===== src/rtl/gol_pkg.sv =====
// Shared definitions for the Game of Life host-side run controller.
//   GOL_ADDR_W / GOL_BUF_A / GOL_BUF_B : default on-chip memory width and the
//                                        two board buffer bases, shared with
//                                        the top level and the engine wrapper.
//   seq_state_e                        : run controller FSM states.
package gol_pkg;

    localparam int GOL_ADDR_W = 12;
    localparam logic [GOL_ADDR_W-1:0] GOL_BUF_A = 12'h000;
    localparam logic [GOL_ADDR_W-1:0] GOL_BUF_B = 12'h800;

    typedef enum logic [2:0] {
        S_IDLE,
        S_ENG_RST,
        S_INIT,
        S_START,
        S_RELEASE,
        S_SWAP,
        S_FLUSH
    } seq_state_e;

endpackage


===== src/rtl/gol_watchdog.sv =====
// Per-generation watchdog: a down-counter reloaded by clear and decremented
// while enabled. expired is high once LIMIT enabled cycles have elapsed since
// the last clear, so a phase guarded by it lasts at most LIMIT cycles.
//   clock, reset : clock and asynchronous active-high reset
//   clear        : reload the counter (wins over enable)
//   enable       : count this cycle
//   expired      : limit reached
module gol_watchdog #(
    parameter int            W     = 24,
    parameter logic [W-1:0]  LIMIT = '1
) (
    input  logic clock,
    input  logic reset,
    input  logic clear,
    input  logic enable,
    output logic expired
);

    logic [W-1:0] remaining;

    always_ff @(posedge clock or posedge reset) begin
        if (reset) begin
            remaining <= LIMIT - W'(1);
        end else if (clear) begin
            remaining <= LIMIT - W'(1);
        end else if (enable && remaining != '0) begin
            remaining <= remaining - W'(1);
        end
    end

    assign expired = (remaining == '0);

endmodule


===== src/rtl/gol_host_sequencer.sv =====
// Hardware run controller for the Game of Life engine. Runs a requested number
// of generations back-to-back, ping-ponging the engine between two board
// buffers, and reports completion, timeout and the buffer holding the newest
// valid board.
//   clock, reset            : clock, asynchronous active-high reset
//   cmd_run/cmd_generations : start request (IDLE only) and generation count
//   cmd_abort               : level abort of the current run
//   eng_*                   : engine reset/initialize/start and buffer bases,
//                             eng_completed is the engine's done level
//   busy/done/error         : run in progress, success pulse, sticky timeout
//   gen_count/final_address : progress and latest valid board buffer
// TIMEOUT_LIMIT defaults to 2^TIMEOUT_W-1 cycles per generation; it can be
// lowered for bring-up and simulation.
module gol_host_sequencer
    import gol_pkg::*;
#(
    parameter int                    ADDR_W        = GOL_ADDR_W,
    parameter logic [ADDR_W-1:0]     BUF_A         = ADDR_W'(GOL_BUF_A),
    parameter logic [ADDR_W-1:0]     BUF_B         = ADDR_W'(GOL_BUF_B),
    parameter int                    GEN_W         = 16,
    parameter int                    TIMEOUT_W     = 24,
    parameter logic [TIMEOUT_W-1:0]  TIMEOUT_LIMIT = '1
) (
    input  logic              clock,
    input  logic              reset,
    input  logic              cmd_run,
    input  logic [GEN_W-1:0]  cmd_generations,
    input  logic              cmd_abort,
    output logic              eng_reset,
    output logic              eng_initialize,
    output logic              eng_start,
    output logic [ADDR_W-1:0] eng_starting_address,
    output logic [ADDR_W-1:0] eng_result_address,
    input  logic              eng_completed,
    output logic              busy,
    output logic              done,
    output logic              error,
    output logic [GEN_W-1:0]  gen_count,
    output logic [ADDR_W-1:0] final_address
);

    seq_state_e        state, state_d;
    logic              hold, hold_d;            // second cycle of ENG_RST / FLUSH
    logic              abort_pend, abort_pend_d; // abort that arrived with cmd_run
    logic [GEN_W-1:0]  target, target_d;
    logic [GEN_W-1:0]  gen_d;
    logic              error_d, done_d;
    logic [ADDR_W-1:0] final_d, src_d, dst_d;
    logic              abort_now;
    logic              wd_clear, wd_enable, wd_expired;

    assign abort_now = cmd_abort | abort_pend;
    assign wd_clear  = (state_d == S_START) && (state != S_START);
    assign wd_enable = (state == S_START) || (state == S_RELEASE);

    gol_watchdog #(
        .W     (TIMEOUT_W),
        .LIMIT (TIMEOUT_LIMIT)
    ) u_watchdog (
        .clock   (clock),
        .reset   (reset),
        .clear   (wd_clear),
        .enable  (wd_enable),
        .expired (wd_expired)
    );

    always_comb begin
        state_d      = state;
        hold_d       = 1'b0;
        abort_pend_d = 1'b0;
        target_d     = target;
        gen_d        = gen_count;
        error_d      = error;
        done_d       = 1'b0;
        final_d      = final_address;
        src_d        = eng_starting_address;
        dst_d        = eng_result_address;

        if (state != S_IDLE && state != S_FLUSH && abort_now) begin
            state_d = S_FLUSH;
        end else begin
            case (state)
                S_IDLE: begin
                    if (cmd_run) begin
                        target_d = cmd_generations;
                        gen_d    = '0;
                        error_d  = 1'b0;
                        src_d    = BUF_A;
                        dst_d    = BUF_B;
                        final_d  = BUF_A;
                        if (cmd_generations == '0) begin
                            done_d = 1'b1;
                        end else begin
                            state_d      = S_ENG_RST;
                            abort_pend_d = cmd_abort;
                        end
                    end
                end
                S_ENG_RST: begin
                    if (hold) state_d = S_INIT;
                    else      hold_d  = 1'b1;
                end
                S_INIT: state_d = S_START;
                S_START: begin
                    if (eng_completed) begin
                        state_d = S_RELEASE;
                        if (gen_count != target) gen_d = gen_count + GEN_W'(1);
                        // Result buffer is valid as soon as the engine reports done.
                        final_d = eng_result_address;
                    end else if (wd_expired) begin
                        error_d = 1'b1;
                        state_d = S_FLUSH;
                    end
                end
                S_RELEASE: begin
                    if (!eng_completed) begin
                        if (gen_count == target) begin
                            done_d  = 1'b1;
                            final_d = eng_result_address;
                            state_d = S_IDLE;
                        end else begin
                            // Swap on entry so the new bases are visible during SWAP.
                            src_d   = eng_result_address;
                            dst_d   = eng_starting_address;
                            state_d = S_SWAP;
                        end
                    end else if (wd_expired) begin
                        error_d = 1'b1;
                        state_d = S_FLUSH;
                    end
                end
                S_SWAP: state_d = S_START;
                S_FLUSH: begin
                    if (hold) state_d = S_IDLE;
                    else      hold_d  = 1'b1;
                end
                default: state_d = S_IDLE;
            endcase
        end
    end

    // Outputs are decoded from the next state and registered.
    always_ff @(posedge clock or posedge reset) begin
        if (reset) begin
            state                <= S_IDLE;
            hold                 <= 1'b0;
            abort_pend           <= 1'b0;
            target               <= '0;
            gen_count            <= '0;
            error                <= 1'b0;
            done                 <= 1'b0;
            final_address        <= BUF_A;
            eng_starting_address <= BUF_A;
            eng_result_address   <= BUF_B;
            busy                 <= 1'b0;
            eng_reset            <= 1'b1;
            eng_initialize       <= 1'b0;
            eng_start            <= 1'b0;
        end else begin
            state                <= state_d;
            hold                 <= hold_d;
            abort_pend           <= abort_pend_d;
            target               <= target_d;
            gen_count            <= gen_d;
            error                <= error_d;
            done                 <= done_d;
            final_address        <= final_d;
            eng_starting_address <= src_d;
            eng_result_address   <= dst_d;
            busy                 <= (state_d != S_IDLE);
            eng_reset            <= (state_d == S_ENG_RST) || (state_d == S_FLUSH);
            eng_initialize       <= (state_d == S_INIT);
            eng_start            <= (state_d == S_START);
        end
    end

endmodule


===== config.mk =====
export PLATFORM = sky130hd
export DESIGN_NAME = gol_host_sequencer
export DESIGN_NICKNAME = d
export VERILOG_FILES = /design/src/rtl/gol_pkg.sv /design/src/rtl/gol_watchdog.sv /design/src/rtl/gol_host_sequencer.sv
export SDC_FILE = /design/constraint.sdc
export NUM_CORES = 1
export LEC_CHECK = 0
export BUFFER_PORTS_ARGS = -buffer_cell sky130_fd_sc_hd__buf_2
export CAP_MARGIN = 20
export CORE_MARGIN = 1
export CORE_UTILIZATION = 40
export DETAILED_ROUTE_END_ITERATION = 8
export GPL_TIMING_DRIVEN = 0
export SLEW_MARGIN = 20
export SYNTH_ARGS = -nofsm -noshare
export SYNTH_HDL_FRONTEND = slang
export SYNTH_SLANG_ARGS = --single-unit

===== constraint.sdc =====
create_clock -name clock -period 2.9 [get_ports clock]
set_clock_uncertainty 0.15 [all_clocks]
set_input_delay 0.145 -clock clock [delete_from_list [all_inputs] [get_ports clock]]
set_output_delay 0.145 -clock clock [all_outputs]
set_load 0.01 [all_outputs]

==> impl_metrics.tcl, run 1 <==
set metrics [dict create \
    p_int_w 0.00288 \
    grt_use_total_pct 20.5 \
    r2r_start "u_watchdog.remaining[10]" \
    startpoint_type "flip-flop" \
    yosys.area.top_type_share_pct 38.8 \
    comb_power_share_pct 30.7 \
    finalCriticalPeriod_ns 2.74 \
    synth_seq_cells 103 \
    tightest_slew_ns 0.617 \
    io_pins 79 \
    fillers 1146 \
    fin_crit_sh_pct 94.6 \
    drt_iter0_markers 315 \
    rr_endpoint "eng_reset" \
    synth_compound_area_share_pct 12.3 \
    synth_fa_ha_area_share_pct 0.746 \
    worstRegToRegCells 7 \
    maxSlewHeadroom_pct 58.6 \
    place_inst 753 \
    drc 0 \
    cts.sinks 103 \
    hp-class "input pin to asynchronous set/reset pin" \
    synth_top_flop_cell "dfrtp_1" \
    syn_avg_cell_area_sq_um 9.97 \
    synth_edf_count 0 \
    antenna_left 0 \
    wire_per_inst_um 15.9 \
    final_area_sq_um 6230 \
    final_nets 639 \
    num_vias 4123 \
    synth_area_leaders "dfrtp_1 (39%), dfstp_2 (13%), nand2_1 (8.4%), xor2_1 (5.6%), a22o_1 (4.0%)" \
    synthCells 505 \
    ys_async_sr_fraction_pct 100 \
    synth_top_family_by_area "simple AND/OR/NAND/NOR gates" \
    synthMuxAreaShare_pct 2.61 \
    drt-total-wl_mm 12.5 \
    setup_viol 0 \
    vias_per_cell 5.23 \
    antenna_found_initial 0 \
    insertion_delay_ns 0.35 \
    vdd.ir_drop.worst_v 0.000378 \
    synth_nets 529 \
    synthSimpleGateAreaFrac_pct 21.5 \
    rows 40 \
    synth.distinct_cells 60 \
    htree_levels 3 \
    drive_gt1_share_pct 24.5 \
    initial_core_util_pct 41.4 \
    yosys_warnings 0 \
    diodes 0 \
    slew_violations 0 \
    tritoncts "built" \
    finalNonFillerCells 788 \
    p_clk_share_pct 28.3 \
    p_leak_nw 2.91 \
    place_area_sq_um 5700 \
    io_buffers 77 \
    hold_viol 0 \
    grt_pass1_vias 4146 \
    crit_arrival_ns 2.83 \
    power_w 0.00444 \
    dpl.hpwl_mm 8.61 \
    yosysTopAreaCell "dfrtp_1" \
    synth_xor_area_share_pct 7.14 \
    die_h_um 114 \
    power_density_nw_per_um2 714 \
    root_buffer "clkbuf_16" \
    grt_max_degree 34 \
    r2r_slack_ns 0.16 \
    max_freq_ghz 0.365 \
    outcome "finished clean" \
    drv_cap 0 \
    grt_pass1_wl_mm 20.8 \
    syn2layout_area_growth_pct 23.8 \
    p_sw_share_pct 35.2 \
    end_kind "flip-flop" \
    grt_overflow_total 0 \
    power.switching_w 0.00156 \
    worst-path-max-fanout 9 \
    cts_buffer_depth 2 \
    clkTransAtPathRegs_ns 0.07 \
    gp_congestion 0.801 \
    seqPwrFrac_pct 41.0 \
    dr.pass1.iters 4 \
    core-area_sq_um 12200 \
    rsz0062_at_grt "true" \
    crit_required_ns 2.98 \
    die_w_um 114 \
    cts_buffers 9 \
    path_class "flip-flop to flip-flop" \
    fp.dieArea_sq_um 13000 \
    seq_area_frac_synth_pct 51.8 \
    synthesis.area_sq_um 5030 \
]
## synthesized netlist by cell type, types with 3 or more instances
library cell	count
xor2_1	32
nor2_1	26
mux2i_1	12
xnor2_1	9
or4_1	7
a21oi_1	12
dfrtp_1	78
a31oi_1	3
o31ai_1	3
buf_2	5
o211ai_1	4
or3_1	9
nand3_1	12
dfstp_2	25
nand3b_1	5
nor3_1	7
inv_1	21
and3_1	3
clkbuf_1	18
ha_1	3
nor2b_1	3
nand4_1	7
and2_1	4
nor4_1	10
a22o_1	23
o21ai_0	9
nand2_1	112
## cells in the final DEF, fill, tap and decap left out, drive strengths merged, types with 5 or more instances in the layout
cell type / Yosys / routed
a22o: 23 / 23
or4: 7 / 7
nand3b: 5 / 5
mux2i: 12 / 12
o21ai: 11 / 11
dfstp: 25 / 25
nor3: 7 / 7
buf: 7 / 89
nand3: 12 / 12
nor4: 12 / 12
xor2: 32 / 32
xnor2: 9 / 9
dlygate4sd3: 0 / 18
dfrtp: 78 / 78
a21oi: 12 / 12
or3: 9 / 9
nand2: 112 / 112
inv: 21 / 22
nand4: 7 / 7
clkbuf: 18 / 27
nor2: 26 / 26
## registers in the layout (all words and copies together) (netlist names)
name / flops
target: 16
done: 1
abort_pend: 1
eng_initialize: 1
final_address: 12
u_watchdog.remaining: 24
eng_reset: 1
error: 1
busy: 1
eng_starting_address: 12
eng_result_address: 12
hold: 1
eng_start: 1
state: 3
gen_count: 16
## cell families after synthesis
logic type               Yosys count
multiplexers                      13
flip-flops                       103
AND/OR/NAND/NOR                  221
adder cells (fa/ha/maj)            3
XOR/XNOR                          41
buffers and inverters             46
AO/OA/AOI/OAI                     78
## worst max-delay path, cell delays in order (launching register included)
cell      delay [ns]
dfstp_2         0.37
or3_1           0.36
buf_2           0.17
nor4_4          0.60
nand3_1         0.24
a221oi_2        0.45
nand3b_1        0.17
o211ai_1        0.11
## per-stage QoR
stage / TNS, ns / util, % / hold slack (ns) / setup WS (ns)
2_1_floorplan: 0 / - / 0.100 / 0.549
3_3_place_gp: -0.212 / 46.3 / 0.201 / -0.108
3_5_place_dp: -1.38 / 46.9 / 0.0707 / -0.0976
4_1_cts: 0 / 51.1 / 0.231 / 0.120
5_1_grt: -0.0182 / 51.2 / 0.271 / -0.0182
6_report: 0 / 51.2 / 0.223 / 0.158
## metal layers
layer  up-vias  GRT usage (%)  wire (um)
li1       1976              -          -
met1      2032           27.3       5790
met2        99           32.7       5960
met3        16           5.56        554
met4         0           6.32        191
met5         -              0          0
## power groups by stage
stage	combinational, W	sequential (W)	clock, W
after CTS	0.00136	0.00182	0.00129
after floorplan	0.000976	0.00182	0
after global placement	0.00129	0.00184	0
after detailed placement	0.00133	0.00185	0
after global routing	0.00153	0.00185	0.00135
final	0.00137	0.00182	0.00126
## final cells by class
class	instances	area [sq um]	share of cell area, %
Clock inverter	6	77.6	1.25
Timing Repair Buffer	100	648	10.4
Tap cell	168	210	3.37
Sequential cell	103	2610	41.9
Multi-Input combinational cell	356	2260	36.3
Buffer	24	114	1.83
Inverter	21	82.6	1.33
Clock buffer	10	229	3.68
## worst max-delay path by stage
stage / slack [ns] / from / endpoint
6_report: 0.16 / u_watchdog.remaining[10] / eng_reset
5_1_grt: -0.02 / u_watchdog.remaining[10] / eng_reset
4_1_cts: 0.12 / state[1] / eng_result_address[7]
3_5_place_dp: -0.1 / gen_count[2] / eng_result_address[7]
3_3_place_gp: -0.11 / gen_count[2] / gen_count[2]
2_1_floorplan: 0.55 / u_watchdog.remaining[10] / u_watchdog.remaining[0]
## timing repair
item	in CTS	in global routing
endpoints found under the setup margin	27	35
gates cloned	0	0
pin swaps	1	0
hold buffers	18	0
buffers inserted	2	0
gates resized for setup	2	7
hold endpoints to repair	19	0
Power figures use the tool's default switching activity.
==> inputs of run 2 (changes only) <==
Settings changed: PLACE_DENSITY set to 0.59, REMOVE_ABC_BUFFERS set to 1.
==> run 2 against run 1 <==
Against the previous run:
- worst setup slack better by 0.015 ns
- largest cell class unchanged
- cell count is 2.5% lower
- utilization is 0.58 points lower
- register-to-register slack better by 0.02 ns
- worst hold slack worse by 0.016 ns
- die area stayed put
- sequential power is 3% higher
- critical path depth is 1 lower
- combinational power is 7% lower
- routed wire length is 4.3% lower
- global-route usage is 0.83 points lower
- clock power hardly changed
==> impl_metrics.tcl, run 2 (same netlist as run 1, synthesis figures left out) <==
set metrics [dict create \
    wire_per_inst_um 15.6 \
    finalCriticalPeriod_ns 2.73 \
    antenna_found_initial 0 \
    insertion_delay_ns 0.36 \
    drive_gt1_share_pct 24.8 \
    die_h_um 114 \
    grt_overflow_total 0 \
    drt_iter0_markers 264 \
    p_sw_share_pct 34.5 \
    pre_cts_slack_ns -0.0550 \
    io_pins 79 \
    cts_buffer_depth 2 \
    die_w_um 114 \
    diodes 0 \
    worst-path-max-fanout 23 \
    r2r_slack_ns 0.17 \
    seqPwrFrac_pct 42.7 \
    vdd.ir_drop.worst_v 0.000397 \
    tightest_slew_ns 0.860 \
    root_buffer "clkbuf_16" \
    cts_buffers 9 \
    num_vias 4042 \
    path_class "flip-flop to flip-flop" \
    grt_max_degree 58 \
    final_nets 619 \
    comb_power_share_pct 28.9 \
    grt_pass1_wl_mm 19.9 \
    fin_crit_sh_pct 94.0 \
    place_area_sq_um 5620 \
    mostFrequentLayoutCells "nand2_1 (112), buf_2 (78), dfrtp_1 (76), xor2_1 (32), nor2_1 (26)" \
    rsz0062_at_grt "false" \
    outcome "finished clean" \
    startpoint_type "flip-flop" \
    max_freq_ghz 0.367 \
    regMostFlops "u_watchdog.remaining" \
    cts.sinks 103 \
    crit_arrival_ns 2.86 \
    gp_congestion 0.777 \
    setup_ws_ns 0.173 \
    maxSlewHeadroom_pct 42.7 \
    power.switching_w 0.00152 \
    power_density_nw_per_um2 716 \
    hold_viol 0 \
    p_int_w 0.00289 \
    drt-total-wl_mm 12.0 \
    end_kind "flip-flop" \
    core-area_sq_um 12200 \
    whs_ns 0.207 \
    largest_register_ffs 24 \
    grt_pass1_vias 3920 \
    dpl.hpwl_mm 8.09 \
    antenna_left 0 \
    grt_use_total_pct 19.7 \
    fin_setup_tns_ns 0 \
    slew_violations 0 \
    drc 0 \
    final_common_cell "nand2_1" \
    drv_cap 0 \
    tritoncts "built" \
    initial_core_util_pct 41.4 \
    clkTransAtPathRegs_ns 0.07 \
    io_buffers 78 \
    fp.dieArea_sq_um 13000 \
    crit_required_ns 3.03 \
    final_area_sq_um 6160 \
    largestRegisters "u_watchdog.remaining (24), gen_count (16), target (16)" \
    p_leak_nw 2.88 \
    hp-class "input pin to asynchronous set/reset pin" \
    rows 40 \
    vias_per_cell 5.26 \
    setup_viol 0 \
    dr.pass1.iters 4 \
    syn2layout_area_growth_pct 22.4 \
    p_clk_share_pct 28.3 \
    htree_levels 3 \
]
==> run 2: area by class of cell <==
class                   count  area (sq um)
repair buffers            104           658
fillers                  1132          6000
flip-flops and latches    103          2610
inverters                  21          83.8
clock buffers              13           260
multi-input cells         356          2290
well taps                 168           210
clock inverters             3          42.5
==> run 2: routing by layer <==
metal  up-vias  track usage (%)  share of wire [%]  routed length, um
li1       1944                -                  -                  -
met1      1977             27.2                 49               5830
met2        98             29.3                 44               5270
met3        23             6.14                5.5                657
met4         0             6.84                1.8                214
met5         -                0                  0                  0
==> run 2: timing repair <==
| item | in CTS | in global routing |
|---|---|---|
| resized for setup | 1 | 8 |
| hold endpoints to repair | 49 | 0 |
| setup endpoints to repair | 1 | 41 |
| pin swaps | 0 | 3 |
| hold buffers | 18 | 0 |
| setup buffers | 0 | 2 |
| cloned | 0 | 0 |
==> run 2: per-stage QoR <==
| stage | utilization [%] | power [W] | cells |
|---|---|---|---|
| 2_1_floorplan | - | 0.00273 | 480 |
| 3_3_place_gp | 45.4 | 0.00305 | 726 |
| 3_5_place_dp | 46.2 | 0.00312 | 732 |
| 4_1_cts | 50.2 | 0.00443 | 766 |
| 5_1_grt | 50.6 | 0.00467 | 768 |
| 6_report | 50.6 | 0.00441 | 768 |
==> run 2: worst paths after layout <==
kind	startpoint	to	depth (start not counted)
max reg2reg	state[0]	gen_count[4]	6
min in group clock	eng_completed	busy	4
min reg2reg	u_watchdog.remaining[7]	u_watchdog.remaining[7]	2
max in group asynchronous	reset	u_watchdog.remaining[2]	4
min	reset	eng_result_address[0]	3
max	state[0]	gen_count[4]	6
==> run 2: power by group through the flow <==
| stage | clock [W] | combinational (W) | sequential, W |
|---|---|---|---|
| 6_report | 0.00125 | 0.00128 | 0.00188 |
| 3_3_place_gp | 0 | 0.00116 | 0.00188 |
| 3_5_place_dp | 0 | 0.00122 | 0.00190 |
| 2_1_floorplan | 0 | 0.000863 | 0.00186 |
| 4_1_cts | 0.00129 | 0.00126 | 0.00188 |
| 5_1_grt | 0.00133 | 0.00143 | 0.00191 |
==> run 2: worst max-delay path, stage by stage (launching register included) <==
cell and delay [ns]:
dfrtp_1 0.56, or3b_2 0.53, a21oi_1 0.18, and2_1 0.22, o21ai_4 0.17, or4b_2 0.67
a21oi_1 0.16
